<file path="config.mk">
export PLATFORM = sky130hd
export DESIGN_NAME = pkt_stream_encoder
export DESIGN_NICKNAME = d
export VERILOG_FILES = /design/src/rtl/pkt_stream_encoder_pkg.sv /design/src/rtl/pkt_stream_encoder_rr_arbiter.sv /design/src/rtl/pkt_stream_encoder.sv
export SDC_FILE = /design/constraint.sdc
export NUM_CORES = 1
export LEC_CHECK = 0
export ABC_AREA = 1
export CAP_MARGIN = 20
export CORE_MARGIN = 1.5
export CORE_UTILIZATION = 47
export DETAILED_ROUTE_END_ITERATION = 7
export PLACE_DENSITY_LB_ADDON = 0.15
export SYNTH_ARGS = -nofsm -noshare
export SYNTH_HDL_FRONTEND = slang
export SYNTH_SLANG_ARGS = --single-unit
</file>
<file path="constraint.sdc">
create_clock -name clk -period 4.5 [get_ports clk]
set_clock_uncertainty 0.15 [all_clocks]
set_input_delay 0.675 -clock clk [delete_from_list [all_inputs] [get_ports clk]]
set_output_delay 0.675 -clock clk [all_outputs]
set_load 0.005 [all_outputs]
</file>
<file path="src/rtl/pkt_stream_encoder_pkg.sv">
// Shared types and constants for the packet stream encoder.
package pkt_stream_encoder_pkg;

  typedef enum logic [2:0] {
    ST_IDLE   = 3'd0,
    ST_PREFIX = 3'd1,
    ST_SRC    = 3'd2,
    ST_LEN    = 3'd3,
    ST_DATA   = 3'd4,
    ST_CSUM   = 3'd5
  } state_e;

  localparam int unsigned CSUM_SUM = 0;
  localparam int unsigned CSUM_XOR = 1;

  localparam logic [7:0] DEFAULT_PREFIX = 8'hA5;

  // One checksum accumulation step: modular add or xor.
  function automatic logic [7:0] csum_step(input int unsigned mode,
                                           input logic [7:0]  acc,
                                           input logic [7:0]  b);
    if (mode == CSUM_XOR) begin
      return acc ^ b;
    end
    return acc + b;
  endfunction

endpackage

</file>
<file path="src/rtl/pkt_stream_encoder_rr_arbiter.sv">
// Combinational round-robin grant: first set req bit at or after ptr, wrapping.
module pkt_stream_encoder_rr_arbiter #(
  parameter int unsigned N     = 8,
  parameter int unsigned IDX_W = (N > 1) ? $clog2(N) : 1
) (
  input  logic [N-1:0]     req,
  input  logic [IDX_W-1:0] ptr,
  output logic [IDX_W-1:0] grant,
  output logic             valid
);

  logic [IDX_W-1:0] idx;
  logic [N-1:0]     sh;

  // Scan from the pointer position; the first hit wins.
  always_comb begin
    grant = '0;
    valid = 1'b0;
    idx   = '0;
    sh    = '0;
    for (int unsigned i = 0; i < N; i++) begin
      idx = IDX_W'((32'(ptr) + i) % N);
      sh  = req >> idx;
      if (!valid && sh[0]) begin
        valid = 1'b1;
        grant = idx;
      end
    end
  end

endmodule

</file>
<file path="src/rtl/pkt_stream_encoder.sv">
// Round-robin multi-source message serialiser: PREFIX, SRC, LEN, DATA..., CSUM.
module pkt_stream_encoder
  import pkt_stream_encoder_pkg::*;
#(
  parameter int unsigned N_SRC     = 8,
  parameter logic [7:0]  PREFIX    = DEFAULT_PREFIX,
  parameter int unsigned CSUM_MODE = CSUM_SUM,
  parameter int unsigned CNT_W     = 16
) (
  input  logic               clk,
  input  logic               rst,
  input  logic [N_SRC-1:0]   have_msg_bus,
  input  logic [N_SRC-1:0]   src_enable,
  input  logic [8*N_SRC-1:0] data_bus,
  input  logic [8*N_SRC-1:0] len_bus,
  output logic [N_SRC-1:0]   rdreq_bus,
  output logic [7:0]         tx_data,
  output logic               tx_valid,
  input  logic               tx_ready,
  output logic               busy,
  output logic [CNT_W-1:0]   pkt_cnt
);

  localparam int unsigned IDX_W = (N_SRC > 1) ? $clog2(N_SRC) : 1;

  state_e           state, state_nxt;
  logic [IDX_W-1:0] src_q, src_nxt;
  logic [IDX_W-1:0] ptr_q, ptr_nxt;
  logic [7:0]       len_q, len_nxt;
  logic [7:0]       cnt_q, cnt_nxt;
  logic [7:0]       csum_q, csum_nxt;
  logic [7:0]       tx_data_nxt;
  logic             tx_valid_nxt;
  logic [CNT_W-1:0] pkt_cnt_nxt;

  logic [IDX_W-1:0] gnt;
  logic             gnt_valid;
  logic [7:0]       head;
  logic [7:0]       len_sel;
  logic             accept;

  pkt_stream_encoder_rr_arbiter #(
    .N     (N_SRC),
    .IDX_W (IDX_W)
  ) u_arb (
    .req   (have_msg_bus & src_enable),
    .ptr   (ptr_q),
    .grant (gnt),
    .valid (gnt_valid)
  );

  assign accept  = tx_valid & tx_ready;
  assign head    = 8'(data_bus >> (32'(src_q) * 32'd8));
  assign len_sel = 8'(len_bus >> (32'(gnt) * 32'd8));

  // State and output registers.
  always_ff @(posedge clk) begin
    if (rst) begin
      state    <= ST_IDLE;
      src_q    <= '0;
      ptr_q    <= '0;
      len_q    <= '0;
      cnt_q    <= '0;
      csum_q   <= '0;
      tx_data  <= '0;
      tx_valid <= 1'b0;
      busy     <= 1'b0;
      pkt_cnt  <= '0;
    end else begin
      state    <= state_nxt;
      src_q    <= src_nxt;
      ptr_q    <= ptr_nxt;
      len_q    <= len_nxt;
      cnt_q    <= cnt_nxt;
      csum_q   <= csum_nxt;
      tx_data  <= tx_data_nxt;
      tx_valid <= tx_valid_nxt;
      busy     <= (state_nxt != ST_IDLE);
      pkt_cnt  <= pkt_cnt_nxt;
    end
  end

  // Next-state, next-output and FIFO pop strobe; every step advances only on a transfer.
  always_comb begin
    state_nxt    = state;
    src_nxt      = src_q;
    ptr_nxt      = ptr_q;
    len_nxt      = len_q;
    cnt_nxt      = cnt_q;
    csum_nxt     = csum_q;
    tx_data_nxt  = tx_data;
    tx_valid_nxt = tx_valid;
    pkt_cnt_nxt  = pkt_cnt;
    rdreq_bus    = '0;
    case (state)
      ST_IDLE: begin
        if (gnt_valid) begin
          src_nxt      = gnt;
          len_nxt      = len_sel;
          tx_data_nxt  = PREFIX;
          tx_valid_nxt = 1'b1;
          state_nxt    = ST_PREFIX;
        end
      end
      ST_PREFIX: begin
        if (accept) begin
          tx_data_nxt = 8'(src_q);
          csum_nxt    = 8'(src_q);
          state_nxt   = ST_SRC;
        end
      end
      ST_SRC: begin
        if (accept) begin
          tx_data_nxt = len_q;
          csum_nxt    = csum_step(CSUM_MODE, csum_q, len_q);
          state_nxt   = ST_LEN;
        end
      end
      ST_LEN: begin
        if (accept) begin
          if (len_q == 8'd0) begin
            tx_data_nxt = csum_q;
            state_nxt   = ST_CSUM;
          end else begin
            tx_data_nxt = head;
            rdreq_bus   = N_SRC'(1) << src_q;
            cnt_nxt     = 8'd1;
            csum_nxt    = csum_step(CSUM_MODE, csum_q, head);
            state_nxt   = ST_DATA;
          end
        end
      end
      ST_DATA: begin
        if (accept) begin
          if (cnt_q < len_q) begin
            tx_data_nxt = head;
            rdreq_bus   = N_SRC'(1) << src_q;
            cnt_nxt     = cnt_q + 8'd1;
            csum_nxt    = csum_step(CSUM_MODE, csum_q, head);
          end else begin
            tx_data_nxt = csum_q;
            state_nxt   = ST_CSUM;
          end
        end
      end
      ST_CSUM: begin
        if (accept) begin
          tx_valid_nxt = 1'b0;
          cnt_nxt      = 8'd0;
          ptr_nxt      = (src_q == IDX_W'(N_SRC - 1)) ? '0 : src_q + IDX_W'(1);
          pkt_cnt_nxt  = pkt_cnt + CNT_W'(1);
          state_nxt    = ST_IDLE;
        end
      end
      default: state_nxt = ST_IDLE;
    endcase
  end

endmodule

</file>
==> results.tsv, run 1 <==
stage	metric	value	unit
logic_synthesis	post-synthesis sequential element count	59	
routing	Final Routed Wirelength	18.3	mm
sta	Total Negative Setup Slacks	0	ns
hold_path	sink of the worst hold path	pkt_cnt[15]$_SDFFE_PP0P_	
logic_synthesis	share of the synthesized area in compound gates (AO/OA/AOI/OAI)	20.7	%
finish	summed area of non-filler cells in the final layout	7590	um2
hold_path	hold path start	pkt_cnt[15]$_SDFFE_PP0P_	
grt	total routing resource utilization after global routing	30.1	%
clock_network	number of setup buffers added after CTS	0	
worst_setup_path	critical-path maximum fanout	15	
logic_synthesis	xor-xnor portion of the synthesized cell area	1.62	%
finish	multi-input combinational cell area	3600	um2
worst_setup_path	Worst EP arrival	3.17	ns
hold_path	class of the tightest hold or removal check	register to register	
routing	first-pass detailed-route iteration total	5	
logic_synthesis	prevailing post-synth register cell	sky130_fd_sc_hd__dfxtp_1	
logic_synthesis	share of synthesized area spent on multiplexers	0	%
finish	final cell count without fillers	1193	
sta	portion of the clock cycle consumed by the worst path in the final layout	88.8	%
power	Static Leak	3.14	nW
worst_setup_path	number of cells traversed by the worst register-to-register path	17	
routing	number of nets with antenna violations after detailed routing	0	
finish	area overhead of the layout relative to synthesis	40.5	%
worst_setup_path	most frequent cell on the critical path	sky130_fd_sc_hd__inv_1	
logic_synthesis	main combinational cell family by area after synthesis	simple AND/OR/NAND/NOR gates	
grt	wire length of the first global-routing pass	28.9	mm
sta	worst rel slew slack	53.3	%
worst_setup_path	Worst R2R Setup Slack	0.66	ns
worst_setup_path	CP endpoint kind	primary output	
clock_network	cts-stage hold buffer count	0	
logic_synthesis	area share of the largest cell type after synthesis	21.9	%
placed_design	HPWL after detailed placement	13.8	mm
clock_network	number of clock sinks seen by CTS	59	
logic_synthesis	Avg Cell Area, Syn	6.11	um2
status	run status	finished, final reports clean	
placed_design	number of placed cells counting well taps	1177	
placed_design	total of buffers placed on input and output ports	180	
sta	Min Hold Slack	0.304	ns
routing	count of unresolved DRC violations after routing	0	
power	Pwr Total	2.16	mW
hold_path	Hold Path Cell Cnt	1	
finish	Filler Cells Inserted	1021	
finish	proportion of layout cells with a drive suffix above 1	5.98	%
clock_network	post-cts repair resize count	0	
placed_design	dpl cell area	7260	um2
logic_synthesis	Post-Syn Instances	885	
finish	total inserted antenna cells	0	
grt	vias in the first global route	6148	
sta	Pins Over Slew Limit	0	
logic_synthesis	number of nets in the synthesized netlist	1057	
routing	drt via density	5.57	
clock_network	clock insertion delay at the later pin of the skew report	0.33	ns
logic_synthesis	adder-cell share of the synthesized area	5.93	%
clock_network	buffer levels on the longest clock path	2	
logic_synthesis	synth top area cells	sky130_fd_sc_hd__dfxtp_1 22%, sky130_fd_sc_hd__nand3_1 13%, sky130_fd_sc_hd__nand2_1 11%	
power	power per cell area	285	nW/um2
clock_network	CTS Buf Count	9	
logic_synthesis	area leader, netlist	sky130_fd_sc_hd__dfxtp_1	
routing	DRC violation total after the first TritonRoute iteration	586	
worst_setup_path	ordered list of cells on the worst path	inv_1 -> ha_1 -> a21oi_1 -> o21a_1 -> nand2_1 -> inv_1 -> nand2_1 -> a21oi_1 -> inv_1 -> nor4_1 -> clkdlybuf4s50_1	
finish	Sequential Area	1180	um2
sta	upper clock frequency limit	0.250	GHz
routing	average wire per cell in the routed design	15.3	um
logic_synthesis	count of unique library cells instantiated by Yosys	47	
placed_design	gp weighted congestion	0.898	
sta	setup slack of the critical path after layout	0.506	ns
logic_synthesis	asr flop ratio synth	0	%
sta	RSZ-0062 raised after global routing	false	
worst_setup_path	longest individual stage delay on the worst path	0.58	ns
sta	final setup fails	0	
logic_synthesis	warning count from the yosys run	0	
finish	most used cells in the layout excluding fill and tap cells	180 x sky130_fd_sc_hd__clkdlybuf4s50_1, 160 x sky130_fd_sc_hd__nand2_1, 145 x sky130_fd_sc_hd__nand3_1, 96 x sky130_fd_sc_hd__inv_1, 87 x sky130_fd_sc_hd__o21ai_0	
logic_synthesis	Post-synth EDFFs	0	
floorplanning	vertical die dimension	110	um
logic_synthesis	basic-gate share of the synthesized area counting and, or, nand and nor cells	38.4	%
floorplanning	area enclosed by the die boundary	12100	um2
clock_network	clock transition at the registers of the reported paths	0.06	ns
clock_network	TritonCTS clock tree	done	
floorplanning	Die X-Extent	110	um
finish	most frequent standard cell in the layout excluding fill and tap cells	sky130_fd_sc_hd__clkdlybuf4s50_1	
worst_setup_path	required time at the endpoint of the critical path	3.67	ns
grt	largest net degree at the start of global routing	37	
finish	net total in the final layout	1220	
logic_synthesis	sequential element share of the synthesized area	21.9	%
floorplanning	FP Rows	38	
worst_setup_path	Setup Crit Path Kind	register to primary output	
worst_setup_path	cell at the slowest stage of the critical path	sky130_fd_sc_hd__clkdlybuf4s50_1	
clock_network	master cell of the clock root buffer	sky130_fd_sc_hd__clkbuf_16	
floorplanning	Floorplan Core Area	11000	um2
grt	total gr overflow	0	
floorplanning	initial core utilization	49.0	%
worst_setup_path	RR Startpoint	ptr_q[0]$_SDFFE_PP0P_	
grt	antenna violations before repair	0	
floorplanning	number of ports placed on the die boundary	181	
routing	total number of vias	6645	
worst_setup_path	critical register-to-register path endpoint	tx_data[7]$_SDFFE_PP0P_	
clock_network	H-tree depth	3	
logic_synthesis	post-synthesis cell area	5400	um2
sta	count of endpoints failing hold in the final timing report	0	
sta	Period minus WS final	3.99	ns
sta	worst-margin pin slew	0.699	ns
finish	share of the core filled with cells in the final layout	68.8	%
placed_design	placement-stage worst setup slack	0.659	ns
worst_setup_path	startpoint type of the worst setup path	register	
job	count of maximum capacitance violations	0	
power	worst IR drop on VDD	0.000203	V
-- report_power, final --
part	total [mW]	internal, mW	leakage, nW	switching (mW)
combinational	0.794	0.330	2.50	0.464
clock	0.767	0.516	0.158	0.250
sequential	0.602	0.564	0.481	0.0381
-- cells in the mapped netlist (7+ instances only) --
| master | count |
|---|---|
| sky130_fd_sc_hd__nand3_1 | 145 |
| sky130_fd_sc_hd__o21ai_0 | 87 |
| sky130_fd_sc_hd__o221ai_1 | 13 |
| sky130_fd_sc_hd__o21ai_1 | 9 |
| sky130_fd_sc_hd__nand2_1 | 160 |
| sky130_fd_sc_hd__clkbuf_1 | 21 |
| sky130_fd_sc_hd__ha_1 | 24 |
| sky130_fd_sc_hd__nor2_4 | 7 |
| sky130_fd_sc_hd__nor4_1 | 9 |
| sky130_fd_sc_hd__nor3_1 | 15 |
| sky130_fd_sc_hd__nand4_1 | 8 |
| sky130_fd_sc_hd__inv_2 | 8 |
| sky130_fd_sc_hd__dfxtp_1 | 59 |
| sky130_fd_sc_hd__inv_1 | 96 |
| sky130_fd_sc_hd__buf_2 | 7 |
| sky130_fd_sc_hd__o22ai_1 | 10 |
| sky130_fd_sc_hd__a21oi_1 | 61 |
| sky130_fd_sc_hd__nor2_1 | 76 |
-- worst max-delay path by stage --
stage	to	depth (start not counted)	start	slack, ns
after floorplan	csum_q[7]$_SDFFE_PP0P_	23	src_q[0]$_SDFFE_PP0P_	1.16
after global routing	rdreq_bus[0]	14	len_q[1]$_SDFFE_PP0P_	0.19
after CTS	rdreq_bus[0]	11	len_q[7]$_SDFFE_PP0P_	0.53
after global placement	csum_q[7]$_SDFFE_PP0P_	19	data_bus[10]	0.67
final	rdreq_bus[0]	11	len_q[7]$_SDFFE_PP0P_	0.51
after detailed placement	csum_q[7]$_SDFFE_PP0P_	19	data_bus[10]	0.66
-- sequential cells by signal (all words and copies together), names as in the netlist --
signal	count
ptr_q	3
cnt_q	8
busy	1
tx_valid	1
len_q	8
src_q	3
pkt_cnt	16
state	3
csum_q	8
tx_data	8
-- logic make-up (layout without fill, tap and decap cells) --
kind of cell / Yosys count / count (layout)
XOR/XNOR: 7 / 7
buffers and inverters: 149 / 317
AO/OA/AOI/OAI: 200 / 200
AND/OR/NAND/NOR: 445 / 445
flip-flops: 59 / 59
adder cells (fa/ha/maj): 25 / 25
-- critical path: cells and delay by family (launching register included) --
| family | cells | cell delay (ns) |
|---|---|---|
| fa+ha+maj | 1 | 0.31 |
| buf+inv | 4 | 1.17 |
| flops | 1 | 0.38 |
| compound gates | 3 | 0.48 |
| simple gates | 3 | 0.49 |
-- final cells by class --
type                       count  share of cell area [%]
clock buffer                  11                    3.33
clock inverter                 5                    1.10
inverter                     110                    5.44
multi-input combinational    677                    47.4
sequential                    59                    15.6
tap                          140                    2.31
timing repair buffer         191                    24.8
-- layer usage --
metal / share of wire (%) / wire length, um / vias up / GRT usage (%)
met4: 4.1 / 741 / 0 / 14.5
li1: - / - / 3343 / -
met5: 0 / 0 / - / 0
met3: 9.6 / 1750 / 59 / 6.47
met1: 41 / 7510 / 2936 / 36.1
met2: 45 / 8260 / 307 / 51.2
No activity file was read; power rests on OpenSTA's default activity.
==> run 2, diff against run 1 <==
--- a/config.mk
+++ b/config.mk
@@ -10,6 +10,7 @@
 export CORE_MARGIN = 1.5
 export CORE_UTILIZATION = 47
 export DETAILED_ROUTE_END_ITERATION = 7
+export MAX_ROUTING_LAYER = met4
 export PLACE_DENSITY_LB_ADDON = 0.15
 export SYNTH_ARGS = -nofsm -noshare
 export SYNTH_HDL_FRONTEND = slang
==> results.tsv, run 2 (synthesis results as in run 1) <==
stage	metric	value	unit
status	run status	finished, final reports clean	
clock_network	cts-stage hold buffer count	0	
grt	antenna violations before repair	0	
sta	Pins Over Slew Limit	0	
placed_design	dpl cell area	7280	um2
placed_design	HPWL after detailed placement	13.9	mm
floorplanning	Die X-Extent	110	um
power	worst IR drop on VDD	0.000286	V
routing	number of nets with antenna violations after detailed routing	0	
finish	summed area of non-filler cells in the final layout	7580	um2
grt	wire length of the first global-routing pass	28.7	mm
finish	area overhead of the layout relative to synthesis	40.3	%
routing	DRC violation total after the first TritonRoute iteration	497	
floorplanning	area enclosed by the die boundary	12100	um2
worst_setup_path	CP endpoint kind	primary output	
clock_network	master cell of the clock root buffer	sky130_fd_sc_hd__clkbuf_16	
worst_setup_path	longest individual stage delay on the worst path	0.57	ns
sta	Period minus WS final	3.98	ns
floorplanning	initial core utilization	49.0	%
worst_setup_path	Worst R2R Setup Slack	0.65	ns
placed_design	total of buffers placed on input and output ports	180	
floorplanning	FP Rows	38	
floorplanning	vertical die dimension	110	um
sta	portion of the clock cycle consumed by the worst path in the final layout	88.4	%
worst_setup_path	count of buffering cells on the critical path with inverters included	4	
power	power per cell area	277	nW/um2
finish	most used cells in the layout excluding fill and tap cells	180 x sky130_fd_sc_hd__clkdlybuf4s50_1, 160 x sky130_fd_sc_hd__nand2_1, 145 x sky130_fd_sc_hd__nand3_1, 96 x sky130_fd_sc_hd__inv_1, 87 x sky130_fd_sc_hd__o21ai_0	
clock_network	number of setup buffers added after CTS	0	
clock_network	post-cts repair resize count	0	
clock_network	CTS Buf Count	9	
worst_setup_path	most frequent cell on the critical path	sky130_fd_sc_hd__inv_1	
floorplanning	number of ports placed on the die boundary	181	
grt	total gr overflow	0	
sta	RSZ-0062 raised after global routing	false	
finish	net total in the final layout	1223	
grt	total routing resource utilization after global routing	30.9	%
finish	total inserted antenna cells	0	
clock_network	buffer levels on the longest clock path	2	
finish	proportion of layout cells with a drive suffix above 1	6.16	%
worst_setup_path	ordered list of cells on the worst path	inv_1 -> ha_1 -> a21oi_1 -> o21a_1 -> nand2_1 -> inv_1 -> nand2_1 -> a21oi_1 -> inv_1 -> nor4_1 -> clkdlybuf4s50_1	
finish	most frequent standard cell in the layout excluding fill and tap cells	sky130_fd_sc_hd__clkdlybuf4s50_1	
clock_network	clock insertion delay at the later pin of the skew report	0.33	ns
floorplanning	Floorplan Core Area	11000	um2
finish	share of the core filled with cells in the final layout	68.7	%
grt	largest net degree at the start of global routing	37	
sta	final setup fails	0	
sta	count of endpoints failing hold in the final timing report	0	
worst_setup_path	startpoint type of the worst setup path	register	
clock_network	H-tree depth	3	
hold_path	class of the tightest hold or removal check	register to register	
routing	first-pass detailed-route iteration total	5	
finish	Most flops, register	pkt_cnt	
grt	vias in the first global route	6091	
worst_setup_path	critical-path maximum fanout	15	
clock_network	clock transition at the registers of the reported paths	0.05	ns
clock_network	TritonCTS clock tree	done	
sta	Total Negative Setup Slacks	0	ns
power	Static Leak	3.14	nW
worst_setup_path	Top Family by Delay on Critical Path	buffers and inverters	
sta	upper clock frequency limit	0.251	GHz
routing	Final Routed Wirelength	18.2	mm
routing	total number of vias	6611	
worst_setup_path	Setup Crit Path Kind	register to primary output	
routing	average wire per cell in the routed design	15.2	um
clock_network	number of clock sinks seen by CTS	59	
placed_design	gp weighted congestion	0.944	
worst_setup_path	cell at the slowest stage of the critical path	sky130_fd_sc_hd__clkdlybuf4s50_1	
sta	worst-margin pin slew	0.827	ns
routing	count of unresolved DRC violations after routing	0	
worst_setup_path	required time at the endpoint of the critical path	3.67	ns
worst_setup_path	Worst EP arrival	3.15	ns
job	count of maximum capacitance violations	0	
sta	worst rel slew slack	43.4	%
finish	flip-flop count of the largest register after layout	16	
routing	drt via density	5.53	
[run 2: worst reg2reg max path, delay by kind of cell, from the launching register on]
kind | cells | cell delay (ns)
adders and majority gates | 1 | 0.47
DFF | 1 | 0.63
AOI/OAI and AO/OA | 2 | 0.21
buffers and inverters | 5 | 0.97
and+or+nand+nor | 9 | 1.27
[run 2: final timing paths]
kind / from / endpoint / cells past startpoint
max: len_q[5]$_SDFFE_PP0P_ / rdreq_bus[0] / 11
min reg2reg: pkt_cnt[15]$_SDFFE_PP0P_ / pkt_cnt[15]$_SDFFE_PP0P_ / 1
min: pkt_cnt[15]$_SDFFE_PP0P_ / pkt_cnt[15]$_SDFFE_PP0P_ / 1
max reg2reg: ptr_q[0]$_SDFFE_PP0P_ / tx_data[7]$_SDFFE_PP0P_ / 17
[run 2: layout make-up]
class | instances | area (um2)
multi-input combinational | 677 | 3600
clock inverter | 5 | 61.3
fill | 1001 | 3450
timing repair buffer | 194 | 1910
clock buffer | 11 | 243
sequential | 59 | 1180
inverter | 110 | 413
tap | 140 | 175
[run 2: stage by stage]
stage / hold slack, ns / instances / worst slack [ns] / total power [mW]
finish: 0.301 / 1196 / 0.521 / 2.10
global route: 0.328 / 1196 / 0.264 / 2.23
CTS: 0.304 / 1196 / 0.519 / 2.10
detailed placement: 0.292 / 1180 / 0.684 / 1.40
global placement: 0.291 / 1180 / 0.694 / 1.40
floorplan: 0.296 / 885 / 1.16 / 1.09
[run 2: report_power, final]
part           switching, mW  internal [mW]  total [mW]
Combinational          0.470          0.334       0.804
Clock                  0.251          0.445       0.696
Sequential            0.0351          0.564       0.599
[run 2: routing by layer]
layer | vias up | wire length, um | GRT usage, %
met3 | 39 | 1540 | 5.53
li1 | 3344 | - | -
met1 | 2972 | 7810 | 37.4
met4 | 0 | 474 | 10.4
met5 | - | 0 | -
met2 | 256 | 8400 | 52.0
==> run 3, diff against run 2 <==
--- a/config.mk
+++ b/config.mk
@@ -7,11 +7,13 @@
 export LEC_CHECK = 0
 export ABC_AREA = 1
 export CAP_MARGIN = 20
+export CORE_ASPECT_RATIO = 1.5
 export CORE_MARGIN = 1.5
 export CORE_UTILIZATION = 47
 export DETAILED_ROUTE_END_ITERATION = 7
 export MAX_ROUTING_LAYER = met4
 export PLACE_DENSITY_LB_ADDON = 0.15
+export SLEW_MARGIN = 10
 export SYNTH_ARGS = -nofsm -noshare
 export SYNTH_HDL_FRONTEND = slang
 export SYNTH_SLANG_ARGS = --single-unit
==> results.tsv, run 3 (synthesis results as in run 1) <==
stage	metric	value	unit
status	run status	finished, final reports clean	
clock_network	TritonCTS clock tree	done	
grt	vias in the first global route	6190	
clock_network	clock transition at the registers of the reported paths	0.06	ns
finish	net total in the final layout	1223	
sta	RSZ-0062 raised after global routing	false	
worst_setup_path	CP endpoint kind	primary output	
grt	largest net degree at the start of global routing	37	
sta	Period minus WS final	3.98	ns
clock_network	cts-stage hold buffer count	0	
finish	total inserted antenna cells	0	
grt	wire length of the first global-routing pass	28.6	mm
routing	count of unresolved DRC violations after routing	0	
floorplanning	initial core utilization	48.6	%
floorplanning	FP Rows	47	
hold_path	hold path start	pkt_cnt[15]$_SDFFE_PP0P_	
grt	antenna violations before repair	0	
sta	upper clock frequency limit	0.251	GHz
clock_network	H-tree depth	3	
worst_setup_path	most frequent cell on the critical path	sky130_fd_sc_hd__inv_1	
finish	most used cells in the layout excluding fill and tap cells	180 x sky130_fd_sc_hd__clkdlybuf4s50_1, 160 x sky130_fd_sc_hd__nand2_1, 145 x sky130_fd_sc_hd__nand3_1, 96 x sky130_fd_sc_hd__inv_1, 87 x sky130_fd_sc_hd__o21ai_0	
worst_setup_path	Setup Crit Path Kind	register to primary output	
clock_network	CTS Buf Count	9	
floorplanning	Die X-Extent	90.6	um
worst_setup_path	Top Family by Delay on Critical Path	buffers and inverters	
routing	first-pass detailed-route iteration total	5	
routing	number of nets with antenna violations after detailed routing	0	
worst_setup_path	ordered list of cells on the worst path	inv_1 -> ha_1 -> a21oi_1 -> o21a_1 -> nand2_1 -> inv_1 -> nand2_1 -> a21oi_1 -> inv_1 -> nor4_1 -> clkdlybuf4s50_1	
finish	flip-flop count of the largest register after layout	16	
placed_design	total of buffers placed on input and output ports	180	
power	worst IR drop on VDD	0.000297	V
sta	worst-margin pin slew	0.705	ns
sta	portion of the clock cycle consumed by the worst path in the final layout	88.5	%
routing	total number of vias	6601	
grt	total gr overflow	0	
worst_setup_path	cell at the slowest stage of the critical path	sky130_fd_sc_hd__clkdlybuf4s50_1	
sta	worst rel slew slack	51.8	%
placed_design	gp weighted congestion	0.979	
routing	average wire per cell in the routed design	14.8	um
clock_network	buffer levels on the longest clock path	2	
worst_setup_path	count of buffering cells on the critical path with inverters included	4	
clock_network	master cell of the clock root buffer	sky130_fd_sc_hd__clkbuf_16	
worst_setup_path	startpoint of the most critical setup path	len_q[5]$_SDFFE_PP0P_	
worst_setup_path	required time at the endpoint of the critical path	3.67	ns
worst_setup_path	RR Startpoint	src_q[0]$_SDFFE_PP0P_	
finish	proportion of layout cells with a drive suffix above 1	6.25	%
worst_setup_path	longest individual stage delay on the worst path	0.57	ns
job	count of maximum capacitance violations	0	
placed_design	HPWL after detailed placement	13.7	mm
worst_setup_path	startpoint type of the worst setup path	register	
finish	Most flops, register	pkt_cnt	
clock_network	post-cts repair resize count	0	
routing	Final Routed Wirelength	17.8	mm
floorplanning	number of ports placed on the die boundary	181	
sta	Pins Over Slew Limit	0	
sta	final setup fails	0	
clock_network	number of clock sinks seen by CTS	59	
worst_setup_path	critical-path maximum fanout	15	
sta	Total Negative Setup Slacks	0	ns
power	power per cell area	277	nW/um2
finish	share of the core filled with cells in the final layout	68.3	%
floorplanning	area enclosed by the die boundary	12200	um2
floorplanning	Floorplan Core Area	11100	um2
finish	most frequent standard cell in the layout excluding fill and tap cells	sky130_fd_sc_hd__clkdlybuf4s50_1	
power	Static Leak	3.15	nW
clock_network	clock insertion delay at the later pin of the skew report	0.34	ns
grt	total routing resource utilization after global routing	29.6	%
finish	Filler Cells Inserted	1017	
hold_path	class of the tightest hold or removal check	register to register	
routing	drt via density	5.49	
clock_network	number of setup buffers added after CTS	0	
worst_setup_path	Worst EP arrival	3.16	ns
routing	DRC violation total after the first TritonRoute iteration	390	
finish	area overhead of the layout relative to synthesis	40.4	%
sta	count of endpoints failing hold in the final timing report	0	
floorplanning	vertical die dimension	134	um
[run 3: worst reg2reg max path: stages, from the launching register on]
cell and delay (ns):
sky130_fd_sc_hd__dfxtp_1 0.33, sky130_fd_sc_hd__clkinv_1 0.36, sky130_fd_sc_hd__o21ai_0 0.30, sky130_fd_sc_hd__o22ai_1 0.12, sky130_fd_sc_hd__o21ai_0 0.40, sky130_fd_sc_hd__o21ai_0 0.16
sky130_fd_sc_hd__ha_1 0.35, sky130_fd_sc_hd__nand2_1 0.09, sky130_fd_sc_hd__nor2_1 0.04, sky130_fd_sc_hd__a211oi_1 0.25, sky130_fd_sc_hd__nor2_1 0.09, sky130_fd_sc_hd__nor2_1 0.09
sky130_fd_sc_hd__inv_1 0.05, sky130_fd_sc_hd__a21oi_1 0.18, sky130_fd_sc_hd__nor2_1 0.08, sky130_fd_sc_hd__nor2_1 0.09, sky130_fd_sc_hd__o21bai_1 0.07, sky130_fd_sc_hd__or2_2 0.27
sky130_fd_sc_hd__nand3_1 0.07, sky130_fd_sc_hd__a21oi_1 0.06
[run 3: layout make-up]
type	instances	area, um2	area share [%]
repair buffers	194	1910	25.1
well taps	147	184	2.42
multi-input cells	677	3600	47.5
flip-flops and latches	59	1180	15.6
clock buffers	9	225	2.97
clock inverters	7	75.1	0.989
inverters	110	413	5.44
[run 3: worst paths after layout]
| check | end | slack (ns) | depth (start not counted) |
|---|---|---|---|
| worst max register to register | csum_q[7]$_SDFFE_PP0P_ | 0.78 | 19 |
| worst min-delay path | pkt_cnt[15]$_SDFFE_PP0P_ | 0.31 | 1 |
| worst min register to register | pkt_cnt[15]$_SDFFE_PP0P_ | 0.31 | 1 |
| worst max-delay path | rdreq_bus[2] | 0.52 | 11 |
[run 3: power by group]
group          switching (mW)  internal [mW]
Combinational           0.477          0.336
Clock                   0.258          0.431
Sequential             0.0346          0.564
[run 3: metal layers]
metal | share of wire (%) | wire length, um | global-route usage (%)
met1 | 41 | 7280 | 33.2
met2 | 50 | 8870 | 51.4
met3 | 4.6 | 818 | 3.68
met4 | 4.8 | 849 | 15.1
met5 | 0 | 0 | -
[run 3: through the flow]
stage | std cells | hold slack, ns | power, mW | worst slack, ns | instance area [um2]
finish | 1203 | 0.311 | 2.10 | 0.518 | 7590
global route | 1203 | 0.340 | 2.22 | 0.355 | 7590
CTS | 1203 | 0.312 | 2.10 | 0.565 | 7590
detailed placement | 1187 | 0.298 | 1.41 | 0.627 | 7290
global placement | 1187 | 0.294 | 1.40 | 0.703 | 7290
floorplan | 885 | 0.296 | 1.09 | 1.16 | 5400
==> RTL edit, RTL diff (flow settings as in run 2) <==
Encoding of `state_e`: now one-hot (6 bits for 6 states).
--- a/src/rtl/pkt_stream_encoder_pkg.sv
+++ b/src/rtl/pkt_stream_encoder_pkg.sv
@@ -1,13 +1,13 @@
 // Shared types and constants for the packet stream encoder.
 package pkt_stream_encoder_pkg;
 
-  typedef enum logic [2:0] {
-    ST_IDLE   = 3'd0,
-    ST_PREFIX = 3'd1,
-    ST_SRC    = 3'd2,
-    ST_LEN    = 3'd3,
-    ST_DATA   = 3'd4,
-    ST_CSUM   = 3'd5
+  typedef enum logic [5:0] {
+    ST_IDLE   = 6'b000001,
+    ST_PREFIX = 6'b000010,
+    ST_SRC    = 6'b000100,
+    ST_LEN    = 6'b001000,
+    ST_DATA   = 6'b010000,
+    ST_CSUM   = 6'b100000
   } state_e;
 
   localparam int unsigned CSUM_SUM = 0;
Check against the original RTL: no difference found for any inputs over 4 cycles, from zero or initial values and one cycle with rst high; so few cycles prove little.
==> RTL edit against run 2 <==
Fmax increased by 1.1%; power increased by 12%; final area decreased by 0.53%; largest cell class unchanged; setup slack improved by 45 ps; sequential power increased by 9.3%; area after synthesis decreased by 0.63%; sequential cell count increased by 3; routed wire length increased by 2.4%.
==> RTL edit: results (changes against run 2) <==
stage	metric	value	unit	change
logic_synthesis	synthTopCellsByArea	dfxtp_1, nand2_1, nand3_1		was dfxtp_1, nand3_1, nand2_1
global_route	grt_pass1_wl	28900	um	was 28,700 um
logic_synthesis	synth_seq_area_share	0.231		was 0.219
global_route	globalRouteTotalUtil	0.317		was 0.309
global_route	grt_start_max_net_pins	36		was 37
routing	highest_layer	met4		unchanged
routing	wl_met1	7660	um	was 7810 um
routing	drt_wl_total	18600	um	was 18,200 um
layout	drive_gt1_frac	0.0571		was 0.0616
pwr	p_switching	870	uW	was 756 uW
layout	fill_cells	1007		was 1,001
global_route	grt_pass1_vias	5944		was 6,091
run_status	status	finished clean		unchanged
routing	firstDrtPassIters	6		was 5
routing	wl_met3	1880	um	was 1540 um
routing	drt_iter0_markers	699		was 497
layout	fin_nets	1201		was 1,223
critical_path	path_max_fanout	11		was 15
pwr	ir_drop	0.269	mV	was 0.286 mV
logic_synthesis	ys_types	51		was 47
timing	max-slew-margin-rel	0.425		was 0.434
critical_path	critPathArrivalTime	3110	ps	was 3150 ps
placement	globalplace.congestion	0.977		was 0.944
global_route	antenna_found_initial	1		was 0
routing	vias_per_cell	5.57		was 5.53
logic_synthesis	yosys-top-cells-count	nand2_1, nand3_1, o21ai_0, inv_1, nor2_1		was nand2_1, nand3_1, inv_1, o21ai_0, nor2_1
pwr	p_leak	3.14	nW	about the same
logic_synthesis	synth.net_count	1037		was 1,057
routing	dr_wl_met2	8580	um	was 8400 um
-- RTL edit: final timing paths --
path              startpoint      endpoint  slack, ps  depth (start not counted)
setup / recovery    len_q[5]  rdreq_bus[1]        570                         11
hold / removal    tx_data[1]    tx_data[1]        310                          2
setup reg to reg    src_q[0]     csum_q[6]        930                         14
hold reg to reg   tx_data[1]    tx_data[1]        310                          2
-- RTL edit: worst max-delay path, cell delays in order (launching register included) --
cell and delay, ps:
dfxtp_1 430, inv_1 140, ha_1 330, a21oi_1 160, o21a_1 120, nand2_1 60, inv_1 260, nand2_1 140
nand2_1 90, nand2_1 180, nor4_1 250, clkdlybuf4s50_1 610
-- RTL edit: stage by stage --
step	hold WS [ps]	power (mW)	worst slack, ps	instances	cell area, um2
2_1_floorplan	281	1.25	1490	865	5370
3_3_place_gp	308	1.59	966	1158	7220
3_5_place_dp	305	1.60	932	1158	7220
4_1_cts	313	2.34	620	1174	7540
5_1_grt	330	2.50	363	1175	7540
6_report	312	2.35	566	1175	7540
-- RTL edit: metal layers --
metal / up-vias / GRT usage
li1: 3289 / -
met1: 2946 / 0.368
met2: 262 / 0.530
met3: 47 / 0.0711
met4: 0 / 0.121
met5: - / -
-- RTL edit: final cells by class --
type / count / area [um2] / share of cell area
Multi-Input combinational cell: 680 / 3610 / 0.478
Timing Repair Buffer: 189 / 1870 / 0.248
Sequential cell: 62 / 1240 / 0.165
Inverter: 87 / 329 / 0.0436
Clock buffer: 12 / 246 / 0.0327
Tap cell: 140 / 175 / 0.0232
Clock inverter: 4 / 70.1 / 0.00929
Antenna cell: 1 / 2.50 / 0.000332
-- RTL edit: power groups by stage --
stage	registers (mW)	clock network, mW	logic, mW
after floorplan	0.643	0	0.612
after global placement	0.664	0	0.924
after detailed placement	0.664	0	0.934
after CTS	0.653	0.751	0.939
after global routing	0.660	0.775	1.06
final	0.655	0.742	0.949
-- RTL edit: cells by family (layout without fill, tap and decap cells) --
group           Yosys count  after routing  share of synthesized area
simple gates            449            449                      0.384
compound gates          194            194                      0.203
buf+inv                 123            292                     0.0969
flops                    62             62                      0.231
fa+ha+maj                25             25                     0.0596
xor+xnor                 11             11                     0.0228
mux                       1              1                    0.00186
other cells               0              1                          0
